--- config.mk ---
export PLATFORM = sky130hd
export DESIGN_NAME = jam_param
export DESIGN_NICKNAME = d
export VERILOG_FILES = /design/src/rtl/jam_pkg.sv /design/src/rtl/jam_perm_gen.sv /design/src/rtl/jam_param.sv
export SDC_FILE = /design/constraint.sdc
export NUM_CORES = 1
export LEC_CHECK = 0
export BUFFER_PORTS_ARGS = -buffer_cell sky130_fd_sc_hd__buf_2
export CORE_MARGIN = 3
export CORE_UTILIZATION = 45
export CTS_BUF_LIST = sky130_fd_sc_hd__clkbuf_8
export DETAILED_ROUTE_END_ITERATION = 8
export GPL_TIMING_DRIVEN = 0
export PLACE_DENSITY_LB_ADDON = 0.2
export SYNTH_ARGS = -nofsm -noshare
export SYNTH_HDL_FRONTEND = slang
export SYNTH_HIERARCHICAL = 1
export SYNTH_SLANG_ARGS = --single-unit
--- constraint.sdc ---
create_clock -name CLK -period 6.8 [get_ports CLK]
set_clock_uncertainty 0.05 [all_clocks]
set_input_delay 1.36 -clock CLK [delete_from_list [all_inputs] [get_ports CLK]]
set_output_delay 1.36 -clock CLK [all_outputs]
set_load 0.05 [all_outputs]
--- src/rtl/jam_pkg.sv ---
// jam_pkg: shared definitions for the job-assignment solver.
// Contents: FSM state encoding, optimisation-mode constants and a factorial
//   helper for compile-time permutation counts.
package jam_pkg;

  typedef enum logic [2:0] {
    IDLE  = 3'd0,
    LOAD  = 3'd1,
    EVAL  = 3'd2,
    FLUSH = 3'd3,
    DONE  = 3'd4
  } state_t;

  localparam logic MODE_MIN = 1'b0;
  localparam logic MODE_MAX = 1'b1;

  // n! for elaboration-time sizing (8! = 40320 fits easily in an int).
  function automatic int factorial(input int n);
    int f;
    f = 1;
    for (int i = 2; i <= n; i++) f = f * i;
    return f;
  endfunction

endpackage

--- src/rtl/jam_perm_gen.sv ---
// jam_perm_gen: lexicographic permutation generator, one step per cycle.
// Latency: Perm updates on the edge where Init or Step is sampled high.
// Ports: CLK/RST, Init (load identity), Step (advance), Perm (packed, element
//   w at [w*IW +: IW]), Last (current permutation is the descending one).
module jam_perm_gen #(
  parameter  int N  = 8,
  localparam int IW = $clog2(N)
) (
  input  logic            CLK,
  input  logic            RST,
  input  logic            Init,
  input  logic            Step,
  output logic [N*IW-1:0] Perm,
  output logic            Last
);

  logic [IW-1:0] perm_q [N];
  logic [IW-1:0] perm_d [N];
  logic [IW-1:0] swp    [N];
  logic [IW-1:0] piv;
  logic [IW-1:0] suc;
  logic          found;

  // Classic next-permutation:
  //   pivot     = largest i with p[i] < p[i+1]
  //   successor = largest j > pivot with p[j] > p[pivot]
  //   swap them, then reverse the suffix after the pivot.
  // No pivot means the sequence is descending, i.e. the last permutation.
  always_comb begin
    found = 1'b0;
    piv   = '0;
    for (int i = 0; i < N - 1; i++) begin
      if (perm_q[i] < perm_q[i+1]) begin
        found = 1'b1;
        piv   = IW'(i);
      end
    end

    suc = piv;
    for (int j = 1; j < N; j++) begin
      if ((j > int'(piv)) && (perm_q[j] > perm_q[piv])) suc = IW'(j);
    end

    swp      = perm_q;
    swp[piv] = perm_q[suc];
    swp[suc] = perm_q[piv];

    // Suffix reversal: position k (> pivot) takes element N+pivot-k.
    perm_d = swp;
    for (int k = 1; k < N; k++) begin
      if (k > int'(piv)) perm_d[k] = swp[IW'(N + int'(piv) - k)];
    end

    if (!found) perm_d = perm_q;
  end

  always_ff @(posedge CLK or posedge RST) begin
    if (RST) begin
      for (int i = 0; i < N; i++) perm_q[i] <= IW'(i);
    end else if (Init) begin
      for (int i = 0; i < N; i++) perm_q[i] <= IW'(i);
    end else if (Step) begin
      perm_q <= perm_d;
    end
  end

  always_comb begin
    Perm = '0;
    for (int w = 0; w < N; w++) Perm[w*IW +: IW] = perm_q[w];
  end

  assign Last = ~found;

endmodule

--- src/rtl/jam_param.sv ---
// jam_param: N x N job-assignment solver; loads costs from a 1-cycle ROM,
//   scores all N! assignments and reports optimum, tie count, first optimum.
// Latency: Valid rises N*N + N! + 3 edges after the accepted Start; no
//   backpressure -- Start is only honoured in IDLE/DONE.
// Ports: CLK/RST, Start/Mode in, W/J ROM address out, Cost ROM data in,
//   Busy/Valid status, BestCost/MatchCount/BestAssign results.
module jam_param
  import jam_pkg::*;
#(
  parameter  int N   = 8,
  parameter  int CW  = 7,
  parameter  int SW  = CW + $clog2(N),
  parameter  int MCW = 16,
  localparam int IW  = $clog2(N)
) (
  input  logic            CLK,
  input  logic            RST,
  input  logic            Start,
  input  logic            Mode,
  output logic [IW-1:0]   W,
  output logic [IW-1:0]   J,
  input  logic [CW-1:0]   Cost,
  output logic            Busy,
  output logic            Valid,
  output logic [SW-1:0]   BestCost,
  output logic [MCW-1:0]  MatchCount,
  output logic [N*IW-1:0] BestAssign
);

  localparam logic [IW-1:0] LAST_IDX = IW'(N - 1);

  state_t          state_q;
  logic            mode_q;
  logic [IW-1:0]   w_q, j_q;
  logic            addr_vld_q;       // W/J currently carry a live ROM request
  logic            cap_vld_q;        // Cost this cycle answers last cycle's request
  logic [IW-1:0]   capw_q, capj_q;   // address that Cost belongs to
  logic            first_q;          // next EVAL cycle scores the first permutation
  logic            flush_q;
  logic            busy_q, valid_q;
  logic [SW-1:0]   bc_q;
  logic [MCW-1:0]  mc_q;
  logic [N*IW-1:0] ba_q;

  logic [CW-1:0]   cost_q [N][N];

  // Pipeline: stage 1 holds the scored permutation, stage 2 the running best.
  logic            s1_vld_q, s1_first_q;
  logic [SW-1:0]   s1_sum_q;
  logic [N*IW-1:0] s1_perm_q;
  logic [SW-1:0]   best_q;
  logic [MCW-1:0]  cnt_q;
  logic [N*IW-1:0] asg_q;

  logic [N*IW-1:0] perm;
  logic            perm_last;
  logic            start_acc;
  logic [SW-1:0]   sum_d;
  logic            better_d;

  assign start_acc = Start && ((state_q == IDLE) || (state_q == DONE));

  jam_perm_gen #(.N(N)) u_perm (
    .CLK  (CLK),
    .RST  (RST),
    .Init (start_acc),
    .Step (state_q == EVAL),
    .Perm (perm),
    .Last (perm_last)
  );

  // Cost matrix: written only by the LOAD sweep, so it needs no reset.
  always_ff @(posedge CLK) begin
    if ((state_q == LOAD) && cap_vld_q) cost_q[capw_q][capj_q] <= Cost;
  end

  always_comb begin
    sum_d = '0;
    for (int w = 0; w < N; w++) sum_d = sum_d + SW'(cost_q[w][perm[w*IW +: IW]]);
  end

  always_comb begin
    better_d = (mode_q == MODE_MAX) ? (s1_sum_q > best_q) : (s1_sum_q < best_q);
  end

  always_ff @(posedge CLK or posedge RST) begin
    if (RST) begin
      s1_vld_q   <= 1'b0;
      s1_first_q <= 1'b0;
      s1_sum_q   <= '0;
      s1_perm_q  <= '0;
      best_q     <= '0;
      cnt_q      <= '0;
      asg_q      <= '0;
    end else begin
      s1_vld_q   <= (state_q == EVAL);
      s1_first_q <= (state_q == EVAL) && first_q;
      if (state_q == EVAL) begin
        s1_sum_q  <= sum_d;
        s1_perm_q <= perm;
      end
      if (s1_vld_q) begin
        if (s1_first_q || better_d) begin
          best_q <= s1_sum_q;
          cnt_q  <= MCW'(1);
          asg_q  <= s1_perm_q;
        end else if ((s1_sum_q == best_q) && (cnt_q != '1)) begin
          // Ties only bump the count; the lexicographically first optimum stays.
          cnt_q <= cnt_q + 1'b1;
        end
      end
    end
  end

  always_ff @(posedge CLK or posedge RST) begin
    if (RST) begin
      state_q    <= IDLE;
      mode_q     <= MODE_MIN;
      w_q        <= '0;
      j_q        <= '0;
      addr_vld_q <= 1'b0;
      cap_vld_q  <= 1'b0;
      capw_q     <= '0;
      capj_q     <= '0;
      first_q    <= 1'b0;
      flush_q    <= 1'b0;
      busy_q     <= 1'b0;
      valid_q    <= 1'b0;
      bc_q       <= '0;
      mc_q       <= '0;
      for (int w = 0; w < N; w++) ba_q[w*IW +: IW] <= IW'(w);
    end else begin
      case (state_q)
        IDLE, DONE: begin
          if (Start) begin
            state_q    <= LOAD;
            mode_q     <= Mode;
            busy_q     <= 1'b1;
            valid_q    <= 1'b0;
            w_q        <= '0;
            j_q        <= '0;
            addr_vld_q <= 1'b1;
            cap_vld_q  <= 1'b0;
          end
        end

        LOAD: begin
          cap_vld_q <= addr_vld_q;
          capw_q    <= w_q;
          capj_q    <= j_q;
          // Sweep W fastest, J slowest; park on (N-1,N-1) after the last request.
          if (addr_vld_q) begin
            if (w_q == LAST_IDX) begin
              if (j_q == LAST_IDX) begin
                addr_vld_q <= 1'b0;
              end else begin
                w_q <= '0;
                j_q <= j_q + 1'b1;
              end
            end else begin
              w_q <= w_q + 1'b1;
            end
          end
          if (cap_vld_q && (capw_q == LAST_IDX) && (capj_q == LAST_IDX)) begin
            state_q <= EVAL;
            first_q <= 1'b1;
          end
        end

        EVAL: begin
          first_q <= 1'b0;
          if (perm_last) begin
            state_q <= FLUSH;
            flush_q <= 1'b0;
          end
        end

        FLUSH: begin
          // Cycle 1 lets stage 2 absorb the last permutation, cycle 2 publishes.
          if (flush_q) begin
            state_q <= DONE;
            busy_q  <= 1'b0;
            valid_q <= 1'b1;
            bc_q    <= best_q;
            mc_q    <= cnt_q;
            ba_q    <= asg_q;
          end else begin
            flush_q <= 1'b1;
          end
        end

        default: state_q <= IDLE;
      endcase
    end
  end

  assign W          = w_q;
  assign J          = j_q;
  assign Busy       = busy_q;
  assign Valid      = valid_q;
  assign BestCost   = bc_q;
  assign MatchCount = mc_q;
  assign BestAssign = ba_q;

endmodule

Word level (Yosys, flattened, before mapping):

Memories as Yosys holds them, arrays and structs flattened.
Cells that the tools add are included.

* flip-flop bits (word level): 182
* RAM bits: 448
* input port bits: 11
* output and inout bits: 58
* logic and storage cells: 291
* memories: 1

* $add $sub $neg: 18
* magnitude comparators: 44
* equal/unequal tests: 18
* mux-type cells: 123
* bitwise logic cells: 18
* reductions and logical operators: 39

Memories
* cost_q: depth 8, width 56, rd ports 8, clocked after memory_dff 0, write ports 1, RTL line jam_param.sv:45 `logic [CW-1:0] cost_q [N][N];`

Operator list (count)
* $bmux W7 S3: 8
* $mux W3: 48
* $mux W7: 17
* $bmux W3 S3: 9
* $mux W24: 3
* $mux W56: 1
* $bwmux W24: 2
* $ge A4 B4 Y1 const B: 11
* $not A3 Y4: 11
* $add A10 B7 Y10: 4
* $mux W16: 2
* $ge A3 B4 Y1 const B: 7
* $demux W7 S3: 1
* $gt A3 B3 Y1: 7
* $lt A3 B3 Y1: 7
* $not A3 Y3: 7
* $mux W1: 19
* $demux W3 S3: 2
* $add A16 B1 Y16 const B: 1
* $logic_and A1 B1 Y1: 16
* $ne A16 B16 Y1 const B: 1
* $reduce_and A2 Y1: 8
* $eq A3 B3 Y1 const B: 5
* $reduce_bool A2 Y1: 7
* other kinds (30): 56

Logic depth before layout (Yosys ltp):

Gate-level depths: netlist (run 1).

* word-level depth: 33
* depth in mapped cells: 31
* mapped depth without buffers: 27

By module:

The synthesis (run 1) kept the hierarchy.

Modules (own cells, without submodules)
* jam_param: instances 1, cells each 1441, area an instance 25171.6 sq um, sequential area each 17421.7 sq um
* jam_perm_gen: instances 1, cells each 653, area an instance 4712.0 sq um, sequential area each 615.6 sq um

Worst setup path after synthesis (run 1):

OpenSTA, ideal clock, no wires.

* path kind: register to register
* start point: register u_perm.perm_q, in the netlist u_perm/Perm[10]
* end point: register u_perm.perm_q, in the netlist u_perm/Perm[21]
* setup time: 0.094 ns
* data arrival time: 5.932 ns
* data required time: 6.656 ns
* setup slack: 0.724 ns
* stages on the path, launching flop included: 27
* path buffers: 2
* cell sequence: dfstp_2 clkbuf_1 inv_1 ha_1 a31oi_1 o211a_2 nor2_2 clkbuf_1 o21ai_0 o21ai_0 a311oi_1 a21oi_1 inv_1 ha_1 nand2_1 nor2_1 mux2i_1 a21oi_1 inv_1 o211ai_1 nand2_1 o311ai_2 nor3_1 a31o_1 a311o_1 a2111oi_0 a31oi_1

* longest elaborated chain between the ends: 32
* elaborated cells between the ends (all ways): 72
* those cells by class: add/sub (2); order compare (20); mux (36); bitwise (3); reduce/logical (11)

Ends and longest elaborated chain
* start, declared: RTL line jam_perm_gen.sv:17 `logic [IW-1:0] perm_q [N];`
* start signal, assigned: RTL line jam_perm_gen.sv:63 `perm_q <= perm_d;`
* $lt A3 B3 Y1: RTL line jam_perm_gen.sv:33 `if (perm_q[i] < perm_q[i+1]) begin`
* $mux W2 (2 in a row): RTL line jam_perm_gen.sv:33
* $mux W3 (3 in a row): RTL line jam_perm_gen.sv:33
* $not A3 Y4 (implied by the code): RTL line jam_perm_gen.sv:41, jam_perm_gen.sv:45, jam_perm_gen.sv:46
* $bmux W3 S3: RTL line jam_perm_gen.sv:41, jam_perm_gen.sv:46
* $mux W3 (implied by the code) (2 in a row): RTL line jam_perm_gen.sv:41, jam_perm_gen.sv:46
* $gt A3 B3 Y1: RTL line jam_perm_gen.sv:41 `if ((j > int'(piv)) && (perm_q[j] > perm_q[piv])) suc = IW'(j);`
* $logic_and A1 B1 Y1: RTL line jam_perm_gen.sv:41
* [11 not listed]
* $demux W3 S3 / $bwmux W24 (equally long branches): RTL line jam_perm_gen.sv:46, jam_perm_gen.sv:45
* $bwmux W24: RTL line jam_perm_gen.sv:46 `swp[suc] = perm_q[piv];`
* $bmux W3 S3: RTL line jam_perm_gen.sv:51 `if (k > int'(piv)) perm_d[k] = swp[IW'(N + int'(piv) - k)];`
* $mux W3 (implied by the code) (2 in a row): RTL line jam_perm_gen.sv:51
* $mux W3: RTL line jam_perm_gen.sv:51
* $mux W24: RTL line jam_perm_gen.sv:54 `if (!found) perm_d = perm_q;`
* $mux W24: RTL line jam_perm_gen.sv:62 `end else if (Step) begin`
* $mux W24: RTL line jam_perm_gen.sv:60 `end else if (Init) begin`

Several ways; a longest one is shown, not always the timed one. The select of a mux whose other input is x is not followed.
A chain may end at the register's enable or synchronous reset.

Worst setup path after layout (run 1):

* start point: register u_perm.perm_q, in the netlist u_perm/Perm[20]
* end point: register u_perm.perm_q, in the netlist u_perm/Perm[21]

* longest elaborated chain between the ends: 29
* elaborated cells between the ends (all ways): 66
* those cells by class: add/sub (2); order compare (20); mux (30); bitwise (3); reduce/logical (11)

Ends and longest elaborated chain (RTL line)
* $lt A3 B3 Y1: jam_perm_gen.sv:33
* $mux W3 (2 in a row): jam_perm_gen.sv:33
* $not A3 Y4 (implied by the code): jam_perm_gen.sv:41, jam_perm_gen.sv:45, jam_perm_gen.sv:46
* $bmux W3 S3: jam_perm_gen.sv:41, jam_perm_gen.sv:46
* $mux W3 (implied by the code) (2 in a row): jam_perm_gen.sv:41, jam_perm_gen.sv:46
* $gt A3 B3 Y1: jam_perm_gen.sv:41
* $logic_and A1 B1 Y1: jam_perm_gen.sv:41
* $mux W3 (7 in a row): jam_perm_gen.sv:41
* [4 not listed]
* $demux W3 S3 / $bwmux W24 (equally long branches): jam_perm_gen.sv:46, jam_perm_gen.sv:45
* $bwmux W24: jam_perm_gen.sv:46
* $bmux W3 S3: jam_perm_gen.sv:51
* $mux W3 (implied by the code) (2 in a row): jam_perm_gen.sv:51
* $mux W3: jam_perm_gen.sv:51
* $mux W24: jam_perm_gen.sv:54
* $mux W24: jam_perm_gen.sv:62
* $mux W24: jam_perm_gen.sv:60

Several ways; a longest one is shown, not always the timed one. The select of a mux whose other input is x is not followed.

==> out/results.txt, run 1 <==
Final ANT Viol Nets: 0
overall global routing resource usage: 0.237
Final Total Pwr: 0.0174 W
first-pass GRT wire length: 124000 um
synthesis warning total: 6
CP endpoint kind: register
Max-Cap Viols: 0
synthesis-stage register bit count: 630
pre-CTS setup slack: -2.63 ns
CP Class: register to register
WL final: 82800 um
worst r2r src: u_perm/Perm[20]
Remaining DRCs: 0
Max transition margin: 0.157
Overflow after GRT: 0
status: complete, no violations
fin. max-slew vios: 0
CTS root buffer: clkbuf_8
CTS Hold Bufs: 0
Critical Path RT: 7.34 ns
Most Frequent Cell on Critical Path: a21o_1
hold path startpoint: first_q
Final nets: 2435
Reg power frac: 0.267
fmax: 0.151 GHz
Mean Syn Cell Area: 14.3 sq um
post-route worst setup slack: 0.168 ns
Post-synth EDFFs: 448
reg-to-reg endpoint: u_perm/Perm[21]
worst stage delay on the critical path: 0.65 ns
vias in the first global route: 19178
Area growth syn-to-layout: 14.4%
Die H: 264 um
clock slew at reported path FFs: 0.06 ns
Clk pwr share: 0.185
router iterations before antenna repair: 5
# setup viols final: 0
FILL cells: 5444
P_sw: 0.00757 W
HPWL after DPL: 56200 um
largest net degree at the start of global routing: 98
worst hold path stage count: 1
worst hold path class: register to register
slowest stage cell on the critical path: dfstp_4
core area: 0.0650 sq mm
GPL Wtd Cong: 0.921
Initial Util: 0.459
layout cells sized above 1: 0.261
CTS tree: yes
Port Buffers: 68
Leak Pwr: 13.2 nW
Gate Count Post-Synth: 2094
pwr/cell area: 508 mW/mm^2
commonest non-fill, non-tap cell in the layout: edfxtp_1
H-tree depth: 3
Final period util: 0.975
later-pin clock latency in the skew report: 0.71 ns
Synth Net Count: 2207
Switching Share: 0.436
Vias: 19208
combinational share of power: 0.548
worst vdd rail ir drop: 763 uV
Main synth FF type: edfxtp_1
Hold Path End: first_q
Async S/R FF share, synth: 0.289
DR iter-0 viols: 1999
Synth cell types: 107
Worst-Margin Slew: 1.26 ns
IO Pins: 69
final hold vios: 0
Die Width: 264 um
R2R setup slack: 0.17 ns
wire length per cell: 25.3 um
cells on worst reg2reg path: 28
CP startpoint kind: register
CTS Buf Count: 103
CP arrival: 7.18 ns
Fin Hold WS: 0.419 ns
Seq/Total Area, Yosys: 0.604
Worst Path Max Fanout: 10
vias per std cell: 5.88
post-route minimum period: 6.63 ns
clk sinks: 630
Die ar.: 0.0695 sq mm
antenna violations before repair: 1
FP Rows: 93
commonest cells after routing, fill and taps aside: edfxtp_1 (448), nand2_1 (226), dfrtp_1 (153), nor2_1 (138), inv_1 (137)
CTS Buffer Depth: 3
Setup crit start: u_perm/Perm[20]
Post-Syn Area: 0.0299 sq mm
Internal: 0.00978 W
-- metrics by stage --
stage	utilization	setup TNS, ns	area (sq um)	instances
2_1_floorplan	-	0	29900	2094
3_3_place_gp	0.481	-138.27	31300	3017
3_5_place_dp	0.482	-53.36	31300	3018
4_1_cts	0.518	-0.0364	33700	3232
5_1_grt	0.525	-0.148	34200	3268
6_report	0.525	0	34200	3268
-- metal layers --
layer  up-vias  GRT usage  share of wire
li1       8439          -              -
met1      9869      0.336           0.44
met2       741      0.368           0.47
met3       159     0.0463          0.068
met4         0     0.0808          0.029
met5         -          0              0
-- cell families after synthesis --
logic type / count (synthesis) / synth area share
DFF: 630 / 0.604
AOI/OAI and AO/OA: 374 / 0.0897
adders and majority gates: 102 / 0.0530
and+or+nand+nor: 507 / 0.0763
buffers and inverters: 211 / 0.0305
muxes: 259 / 0.144
xor gates and xnor gates: 11 / 0.00322
-- flip-flops by register name, indices dropped and copies added (netlist names), 3 cells and up --
signal and flops:
BestAssign 24, BestCost 10, J 3, MatchCount 16, W 3, asg_q 24, best_q 10, capj_q 3
capw_q 3, cnt_q 16, cost_q 448, s1_perm_q 24, s1_sum_q 10, state_q 3, u_perm/Perm 24
-- worst max-delay path by stage --
stage / endpoint / slack (ns) / cells after the start
floorplan: u_perm/Perm[21] / 0.72 / 26
global placement: u_perm/Perm[21] / -2.68 / 26
detailed placement: u_perm/Perm[21] / -2.63 / 26
CTS: u_perm/Perm[21] / -0.03 / 29
global route: u_perm/Perm[18] / -0.03 / 29
finish: u_perm/Perm[21] / 0.17 / 28
-- worst max-delay path, delay by kind of cell (launching register included) --
| family | cells | cell delay, ns |
|---|---|---|
| fa+ha+maj | 2 | 0.58 |
| flops | 1 | 0.65 |
| compound gates | 16 | 3.77 |
| simple gates | 4 | 0.44 |
| buf+inv | 6 | 1.00 |
-- power by group through the flow --
stage                     clock network (W)  registers (W)  logic [W]
final                               0.00321        0.00464    0.00951
after global routing                0.00347        0.00466     0.0103
after CTS                           0.00329        0.00465    0.00882
after detailed placement                  0        0.00474    0.00847
after global placement                    0        0.00473    0.00841
after floorplan                           0        0.00470    0.00585
-- timing repair --
action,in CTS,in global routing
endpoints found under the setup margin,24,25
gates resized for setup,45,50
buffers inserted,19,35
pin swaps,3,13
cloned,0,0
-- Yosys cell counts (8+ instances only) --
cell | count | area share
edfxtp_1 | 448 | 0.45
nand2_1 | 228 | 0.029
dfrtp_1 | 158 | 0.13
nor2_1 | 139 | 0.017
mux4_2 | 116 | 0.087
inv_1 | 105 | 0.013
o21ai_0 | 80 | 0.013
mux2_2 | 76 | 0.029
a21oi_1 | 72 | 0.012
clkbuf_1 | 68 | 0.0085
ha_1 | 61 | 0.026
fa_1 | 41 | 0.027
mux2i_1 | 36 | 0.012
nand3_1 | 33 | 0.0055
mux2_4 | 31 | 0.016
dfstp_2 | 24 | 0.021
nor3_1 | 21 | 0.0035
a31oi_1 | 16 | 0.0033
a211oi_1 | 15 | 0.0038
o211ai_1 | 15 | 0.0038
a21o_1 | 13 | 0.0033
buf_2 | 13 | 0.0022
and2_1 | 11 | 0.0023
a311oi_1 | 10 | 0.0029
buf_1 | 10 | 0.0013
nand4_1 | 10 | 0.0021
nor4_1 | 10 | 0.0021
nand2b_1 | 9 | 0.0019
o21a_1 | 9 | 0.0023
o22ai_1 | 9 | 0.0019
nor2b_1 | 8 | 0.0017
-- layout make-up --
class	count	area, sq um	area share
Sequential cell	630	18100	0.529
Multi-Input combinational cell	1253	11200	0.329
Clock buffer	115	1580	0.0463
Tap cell	855	1070	0.0313
Timing Repair Buffer	123	798	0.0234
Buffer	102	541	0.0158
Inverter	109	433	0.0127
Clock inverter	80	432	0.0126
Antenna cell	1	2.50	0.0000732
Power figures use the tool's default switching activity.
==> inputs of run 2 (changes only) <==
- clock period: 6.8 -> 8.45 ns (I/O delays scaled with it)
==> run 2 against run 1 <==
  * Sequential power down 19%
  * Routed wire length down 1.2%
  * Global-route usage down 0.18 points
==> out/results.txt, run 2 (synthesized netlist as in run 1, its figures left out) <==
status: complete, no violations
met3 wire length: 5540 um
Reg power frac: 0.281
P_sw: 0.00588 W
final instance area: 0.0334 sq mm
CP Class: register to register
antenna violations before repair: 1
Area after DPL: 0.0313 sq mm
Critical Path RT: 8.98 ns
# setup viols final: 0
Max transition margin: 0.151
CP startpoint kind: register
combinational share of power: 0.526
Remaining DRCs: 0
router iterations before antenna repair: 5
Worst Path Max Fanout: 9
clk sinks: 630
Setup TNS: 0 ns
post-route worst setup slack: 0.147 ns
Final nets: 2383
Clk pwr share: 0.193
worst vdd rail ir drop: 615 uV
Max-Cap Viols: 0
sum of routed wire segments on met1: 35800 um
CP arrival: 8.83 ns
Final ANT Viol Nets: 0
pwr/cell area: 400 mW/mm^2
fin. max-slew vios: 0
FP Rows: 93
max FFs per register: 448
largest register by flop count: cost_q
pre-CTS setup slack: -0.980 ns
commonest cells after routing, fill and taps aside: edfxtp_1 (448), nand2_1 (228), dfrtp_1 (157), inv_1 (140), nor2_1 (139)
CTS Hold Bufs: 0
Vias: 18887
met2 WL: 38300 um
worst hold path class: register to register
Initial Util: 0.459
Die H: 264 um
Final Instance Count excl. Fillers: 3217
Leak Pwr: 12.8 nW
later-pin clock latency in the skew report: 0.71 ns
vias in the first global route: 19046
post-route minimum period: 8.30 ns
Area growth syn-to-layout: 11.8%
highest metal used: met4
CTS Buffer Depth: 3
DR iter-0 viols: 2020
Switching Share: 0.440
vias per std cell: 5.87
CTS root buffer: clkbuf_8
WL final: 81800 um
Port Buffers: 68
placed insts: 3018
Overflow after GRT: 0
GPL Wtd Cong: 0.921
H-tree depth: 3
Final period util: 0.983
IO Pins: 69
largest net degree at the start of global routing: 98
Fin Hold WS: 0.418 ns
HPWL after DPL: 56200 um
clock slew at reported path FFs: 0.06 ns
CP endpoint kind: register
Internal: 0.00747 W
commonest non-fill, non-tap cell in the layout: edfxtp_1
CTS Buf Count: 103
core area: 0.0650 sq mm
first-pass GRT wire length: 123000 um
final hold vios: 0
Die ar.: 0.0695 sq mm
overall global routing resource usage: 0.235
wire length per cell: 25.4 um
RSZ-0062 raised after global routing: false
fmax: 0.120 GHz
layout cells sized above 1: 0.227
Worst-Margin Slew: 1.27 ns
Die Width: 264 um
CTS tree: yes
run 2: changes by cell type in the layout (fill, tap and decap cells not counted), moves of 4 or more:
| cell | delta |
|---|---|
| a31oi_1 | +5 |
| buf_2 | +6 |
| clkbuf_4 | -7 |
| dfrtp_1 | +4 |
| a21oi_1 | +4 |
| dfstp_2 | +5 |
| dfstp_4 | -5 |
| buf_4 | -48 |
run 2: path summary, 6_finish.rpt:
kind / to / cells past startpoint / slack, ns / startpoint
setup / recovery: u_perm/Perm[21] / 26 / 0.15 / u_perm/Perm[10]
hold / removal: first_q / 1 / 0.42 / first_q
setup reg to reg: u_perm/Perm[21] / 26 / 0.15 / u_perm/Perm[10]
hold reg to reg: first_q / 1 / 0.42 / first_q
max in group asynchronous: u_perm/Perm[13] / 2 / 6.25 / RST
min in group asynchronous: BestAssign[5] / 2 / 1.01 / RST
run 2: layout make-up:
cell class	count	area, sq um
antenna	2	5.00
sequential	630	18000
fill	5506	31600
multi-input combinational	1253	11000
clock buffer	115	1580
tap	855	1070
clock inverter	80	432
inverter	109	423
timing repair buffer	72	390
buffer	101	495
run 2: what timing repair did:
| item | 4_1_cts | 5_1_grt |
|---|---|---|
| buffers inserted | 0 | 3 |
| gates resized for setup | 6 | 6 |
| pin swaps | 0 | 0 |
| gates cloned | 0 | 0 |
| setup endpoints to repair | 24 | 20 |
run 2: stage by stage:
step                      utilization  power, W
final                           0.513    0.0134
after global routing            0.513    0.0142
after CTS                       0.513    0.0133
after detailed placement        0.482    0.0106
after global placement          0.481    0.0106
after floorplan                     -   0.00848
run 2: metal layers:
| metal | track usage | vias up |
|---|---|---|
| met3 | 0.0444 | 152 |
| li1 | - | 8340 |
| met2 | 0.369 | 708 |
| met4 | 0.0752 | 0 |
| met1 | 0.333 | 9687 |
| met5 | 0 | - |
run 2: power groups by stage:
stage               Combinational [W]  Clock, W  Sequential [W]
finish                        0.00702   0.00258         0.00376
global route                  0.00765   0.00279         0.00378
CTS                           0.00686   0.00265         0.00376
detailed placement            0.00681         0         0.00382
global placement              0.00677         0         0.00381
floorplan                     0.00470         0         0.00378
run 2: worst max-delay path, stage by stage, from the launching register on:
cell and delay, ns:
dfstp_2 0.69, clkbuf_2 0.42, inv_1 0.15, ha_1 0.20, a21o_1 0.17, a31oi_1 0.44, nor2_1 0.30, o21bai_2 0.35
inv_1 0.28, o21ai_0 0.24, a311oi_1 0.16, a21oi_4 0.45, clkinvlp_4 0.33, ha_1 0.34, nand2_1 0.07, nor2_1 0.23
mux2i_1 0.12, a21oi_1 0.26, inv_1 0.08, o211ai_1 0.41, nand2_1 0.34, o311ai_2 0.40, nor3_1 0.17, a31o_1 0.35
a311o_1 0.42, a2111oi_1 0.63, a31oi_1 0.10
